[src/rtl/ro_count_sampler.sv]
// Ring-oscillator frequency meter: sums 2**LOG2_NWIN contiguous WINDOW-cycle count deltas (RO_MINMAX_EN adds min/max).
// Latency: out_valid appears WINDOW*2**LOG2_NWIN+1 cycles after the start cycle; result held until out_ready.
// Backpressure: start is ignored while busy; no request queuing.
module ro_count_sampler #(
   parameter int WINDOW    = 64,
   parameter int LOG2_NWIN = 2
) (
   input  logic                   clk,
   input  logic                   rst_n,
   input  logic [7:0]             value_in,
   input  logic                   start,
   output logic                   busy,
   output logic [8+LOG2_NWIN-1:0] sum_out,
   output logic [7:0]             avg_out,
   output logic                   out_valid,
   input  logic                   out_ready
`ifdef RO_MINMAX_EN
   ,
   output logic [7:0]             min_delta,
   output logic [7:0]             max_delta
`endif
);

   localparam int SW   = 8 + LOG2_NWIN;
   localparam int TW   = $clog2(WINDOW);
   localparam int WW   = (LOG2_NWIN > 0) ? LOG2_NWIN : 1;
   localparam int NWIN = 1 << LOG2_NWIN;

   typedef enum logic [1:0] {IDLE, COUNT, DONE} state_t;

   state_t         state;
   logic [7:0]     base;
   logic [SW-1:0]  acc;
   logic [TW-1:0]  tmr;
   logic [WW-1:0]  win;

   logic [7:0]     delta;
   logic [SW-1:0]  sum_next;
   logic           win_end;
   logic           last_win;
`ifdef RO_MINMAX_EN
   logic [7:0]     min_run;
   logic [7:0]     max_run;
   logic [7:0]     min_next;
   logic [7:0]     max_next;
`endif

   // Modulo-256 subtract gives the right edge count across a 255->0 wrap.
   always_comb begin
      delta    = value_in - base;
      sum_next = acc + SW'(delta);
      win_end  = (tmr == TW'(WINDOW - 1));
      last_win = (win == WW'(NWIN - 1));
`ifdef RO_MINMAX_EN
      min_next = (delta < min_run) ? delta : min_run;
      max_next = (delta > max_run) ? delta : max_run;
`endif
   end

   always_ff @(posedge clk) begin
      if (!rst_n) begin
         state     <= IDLE;
         busy      <= 1'b0;
         out_valid <= 1'b0;
         sum_out   <= '0;
         avg_out   <= '0;
         base      <= '0;
         acc       <= '0;
         tmr       <= '0;
         win       <= '0;
`ifdef RO_MINMAX_EN
         min_run   <= '0;
         max_run   <= '0;
         min_delta <= '0;
         max_delta <= '0;
`endif
      end else begin
         case (state)
            IDLE: begin
               if (start) begin
                  base  <= value_in;
                  tmr   <= '0;
                  win   <= '0;
                  acc   <= '0;
                  busy  <= 1'b1;
                  state <= COUNT;
`ifdef RO_MINMAX_EN
                  min_run <= 8'hFF;
                  max_run <= 8'h00;
`endif
               end
            end
            COUNT: begin
               tmr <= tmr + TW'(1);
               // Window close re-bases on the same sample, so windows abut with no dead cycle.
               if (win_end) begin
                  acc  <= sum_next;
                  base <= value_in;
                  tmr  <= '0;
                  win  <= win + WW'(1);
`ifdef RO_MINMAX_EN
                  min_run <= min_next;
                  max_run <= max_next;
`endif
                  if (last_win) begin
                     sum_out   <= sum_next;
                     avg_out   <= 8'(sum_next >> LOG2_NWIN);
                     out_valid <= 1'b1;
                     state     <= DONE;
`ifdef RO_MINMAX_EN
                     min_delta <= min_next;
                     max_delta <= max_next;
`endif
                  end
               end
            end
            DONE: begin
               if (out_ready) begin
                  out_valid <= 1'b0;
                  busy      <= 1'b0;
                  state     <= IDLE;
               end
            end
            default: state <= IDLE;
         endcase
      end
   end

endmodule

[config.mk]
export PLATFORM = sky130hd
export DESIGN_NAME = ro_count_sampler
export DESIGN_NICKNAME = d
export VERILOG_FILES = /design/src/rtl/ro_count_sampler.sv
export SDC_FILE = /design/constraint.sdc
export NUM_CORES = 1
export LEC_CHECK = 0
export ABC_AREA = 1
export CAP_MARGIN = 40
export CELL_PAD_IN_SITES_DETAIL_PLACEMENT = 1
export CELL_PAD_IN_SITES_GLOBAL_PLACEMENT = 2
export CORE_MARGIN = 2
export CORE_UTILIZATION = 31
export CTS_BUF_LIST = sky130_fd_sc_hd__clkbuf_8 sky130_fd_sc_hd__clkbuf_16
export DETAILED_ROUTE_END_ITERATION = 8
export PLACE_DENSITY_LB_ADDON = 0.1
export SLEW_MARGIN = 0
export SYNTH_ARGS = -nofsm -noshare
export SYNTH_HDL_FRONTEND = slang
export SYNTH_SLANG_ARGS = --single-unit
[constraint.sdc]
create_clock -name clk -period 3.9 [get_ports clk]
set_input_delay 0.78 -clock clk [delete_from_list [all_inputs] [get_ports clk]]
set_output_delay 0.78 -clock clk [all_outputs]
set_load 0.02 [all_outputs]
==> flow_metrics.env <==
export IMPL_grtUsageTotal=0.150
export IMPL_cts_inserted_buffers=5
export IMPL_grt_pass1_wl_um=10000
export IMPL_netlist_instances=327
export IMPL_max_stage_delay_ps=400
export IMPL_synth_seq_cells=40
export IMPL_power_density_mw_per_mm2=344
export IMPL_row_count=31
export IMPL_initialDrtViolationCount=62
export IMPL_path_cells="clkdlybuf4s50_1 > inv_1 > ha_1 > inv_1 > fa_1 > nand3_1 > nand3_1 > nand2_1 > nand2_1 > a21oi_1 > xnor2_1 > ha_1 > nand2_1 > nand2_1 > a21boi_0 > nand4_1 > nand2_1 > nand2_1 > nand2_1 > inv_1"
export IMPL_synthDistinctLibCells=33
export IMPL_synth_top_family_by_area="simple AND/OR/NAND/NOR gates"
export IMPL_ir_drop_mv=0.112
export IMPL_wl_per_cell_um=12.7
export IMPL_path_delay_family="simple AND/OR/NAND/NOR gates"
export IMPL_dp_hpwl_um=4390
export IMPL_synth_nets=358
export IMPL_ant_nets=0
export IMPL_setup_violations_final=0
export IMPL_cts_tree="yes"
export IMPL_synthTopCellsByArea="dfxtp_1, nand2_1, ha_1"
export IMPL_syn_cell_area_mm2=0.00238
export IMPL_p_total_mw=0.977
export IMPL_cp_buffers_inverters=4
export IMPL_end_kind="register"
export IMPL_routed_wl_um=5760
export IMPL_synth_flop_cell="dfxtp_1"
export IMPL_syn2layout_area_growth_pct=19.3
export IMPL_p_sw_mw=0.290
export IMPL_fp_dieW_um=91.6
export IMPL_crit_path_start_kind="input pin"
export IMPL_grt_pass1_vias=2087
export IMPL_post_cts_buffers=0
export IMPL_drive_gt1_frac=0.0595
export IMPL_ctsResizeCount=0
export IMPL_intPower_mw=0.688
export IMPL_clkPwrFrac=0.359
export IMPL_rsz0062_at_grt="false"
export IMPL_max_slew_margin=0.715
export IMPL_synth_top_area_frac=0.336
export IMPL_ys_top_cells_by_count="nand2_1, inv_1, dfxtp_1"
export IMPL_core_area_mm2=0.00733
export IMPL_vias=2081
export IMPL_synth_async_reset_ratio=0
export IMPL_clk_pin_slew_ps=80
export IMPL_antenna_found_initial=0
export IMPL_path_class="in2reg"
export IMPL_grt_overflow_total=0
export IMPL_clk_latency_ps=300
export IMPL_tns_ps=0
export IMPL_power_frac_comb=0.209
export IMPL_post_drt_via_cell_ratio=4.60
export IMPL_postCtsHoldBufs=0
export IMPL_synthAdderAreaFrac=0.106
export IMPL_reg2reg_slack_ps=1180
export IMPL_ios=32
export IMPL_seq_power_share=0.432
export IMPL_avgSynthCellArea_um2=7.28
export IMPL_fin_nets=383
export IMPL_worstMarginPinSlew_ps=427
export IMPL_fmax_ghz=0.300
export IMPL_pre_cts_ws_ps=217
export IMPL_route_detailed_drc=0
export IMPL_leakagePower_nw=1.25
export IMPL_finClkSkew_ps=2.79
export IMPL_hold_path_class="reg2reg"
export IMPL_yosysTopAreaCell="dfxtp_1"
export IMPL_drv_slew=0
export IMPL_fin_crit_ps=3330
export IMPL_path_common_cell="nand2_1"
export IMPL_portBuffers=31
export IMPL_die_area_mm2=0.00840
export IMPL_cts_sinks=40
export IMPL_synth_compound_area_frac=0.136
export IMPL_cts_htree_levels=2
export IMPL_worstPathMaxFanout=5
export IMPL_grt_max_degree=25
export IMPL_cts_buffer_depth=2
export IMPL_synth_xor_area_frac=0.0368
export IMPL_status="completed"
export IMPL_synth_edf_count=0
export IMPL_post_route_period_util=0.855
export IMPL_start_util=0.325
export IMPL_place_gp_congestion=0.778
export IMPL_dr_pass1_iters=4
export IMPL_num_antenna_cells=0
export IMPL_yosysWarnings=0
export IMPL_cp_slowest_cell="fa_1"
export IMPL_hold_viol=0
export IMPL_yosys_area_share_simple=0.265
export IMPL_synth_area_mux_share=0
export IMPL_switching_share=0.296
export IMPL_cp_required_ps=4110
export IMPL_yosysMostFrequentCell="nand2_1"
export IMPL_die_h_um=91.6
export IMPL_synth_seq_area_share=0.336
export IMPL_clock_root_buffer="clkbuf_8"
export IMPL_worst_slack_ps=566
export IMPL_critical_path_arrival_ps=3540
export IMPL_maxCapViolations=0
worst paths after layout:
check | startpoint | end | cells past startpoint
min | base[5] | base[5] | 2
min reg2reg | base[5] | base[5] | 2
max | value_in[0] | sum_out[9] | 20
max reg2reg | base[0] | sum_out[9] | 18
power by group through the flow:
| stage | registers [mW] | clock network, mW | logic (mW) |
|---|---|---|---|
| global route | 0.424 | 0.387 | 0.235 |
| floorplan | 0.432 | 0 | 0.147 |
| CTS | 0.422 | 0.367 | 0.210 |
| detailed placement | 0.432 | 0 | 0.209 |
| global placement | 0.432 | 0 | 0.205 |
| finish | 0.422 | 0.351 | 0.204 |
routing by layer:
layer  up-vias  wire length, µm  track usage
met5         -                0            0
met4         0               86       0.0492
met3         6              123       0.0304
met2        19             2660        0.243
met1       963             2890        0.200
li1       1093                -            -
worst register-to-register path, stage by stage, from the launching register on:
cell and delay (ps):
dfxtp_1 340, ha_1 140, inv_1 60, fa_1 400, nand3_1 90, nand3_1 100
nand2_1 80, nand2_1 60, a21oi_1 160, xnor2_1 140, ha_1 300, nand2_1 90
nand2_1 70, a21boi_0 230, nand4_1 150, nand2_1 90, nand2_1 50, nand2_1 60
inv_1 30
stage by stage:
step                instances  area, µm²  utilization  hold slack (ps)
global placement          443       2700        0.369              443
global route              452       2840        0.388              498
detailed placement        444       2730        0.372              453
CTS                       452       2840        0.388              466
floorplan                 327       2380            -              429
finish                    452       2840        0.388              459
sequential cells by signal, indices dropped and copies added (netlist names):
signal,flops
acc,10
sum_out,10
base,8
tmr,6
state,2
win,2
busy,1
out_valid,1
cell families after synthesis:
family	after synthesis
AND/OR/NAND/NOR	138
AO/OA/AOI/OAI	61
buffers and inverters	59
flip-flops	40
adder cells (fa/ha/maj)	19
XOR/XNOR	10
cell usage in the layout, fill, tap and decap left out, types with 2 or more instances in the layout:
master           netlist  routed
a21oi_1               36      36
clkbuf_8               0       5
clkdlybuf4s50_1        0      31
dfxtp_1               40      40
fa_1                   2       2
ha_1                  17      17
inv_1                 41      41
inv_2                  3       3
nand2_1               80      80
nand3_1               20      20
nand3_2                2       2
nand3b_1               5       5
nand4_1                2       2
nor2_1                22      22
o211ai_1               2       2
o21ai_0               16      16
o21ai_1                2       2
xnor2_1                5       5
xor2_1                 5       5
area by class of cell:
type | instances | area, µm²
fillers | 917 | 4490
repair buffers | 33 | 345
inverters | 44 | 165
well taps | 99 | 124
clock buffers | 5 | 68.8
flip-flops and latches | 40 | 801
multi-input cells | 228 | 1290
clock inverters | 3 | 42.5
Power figures use the tool's default switching activity.
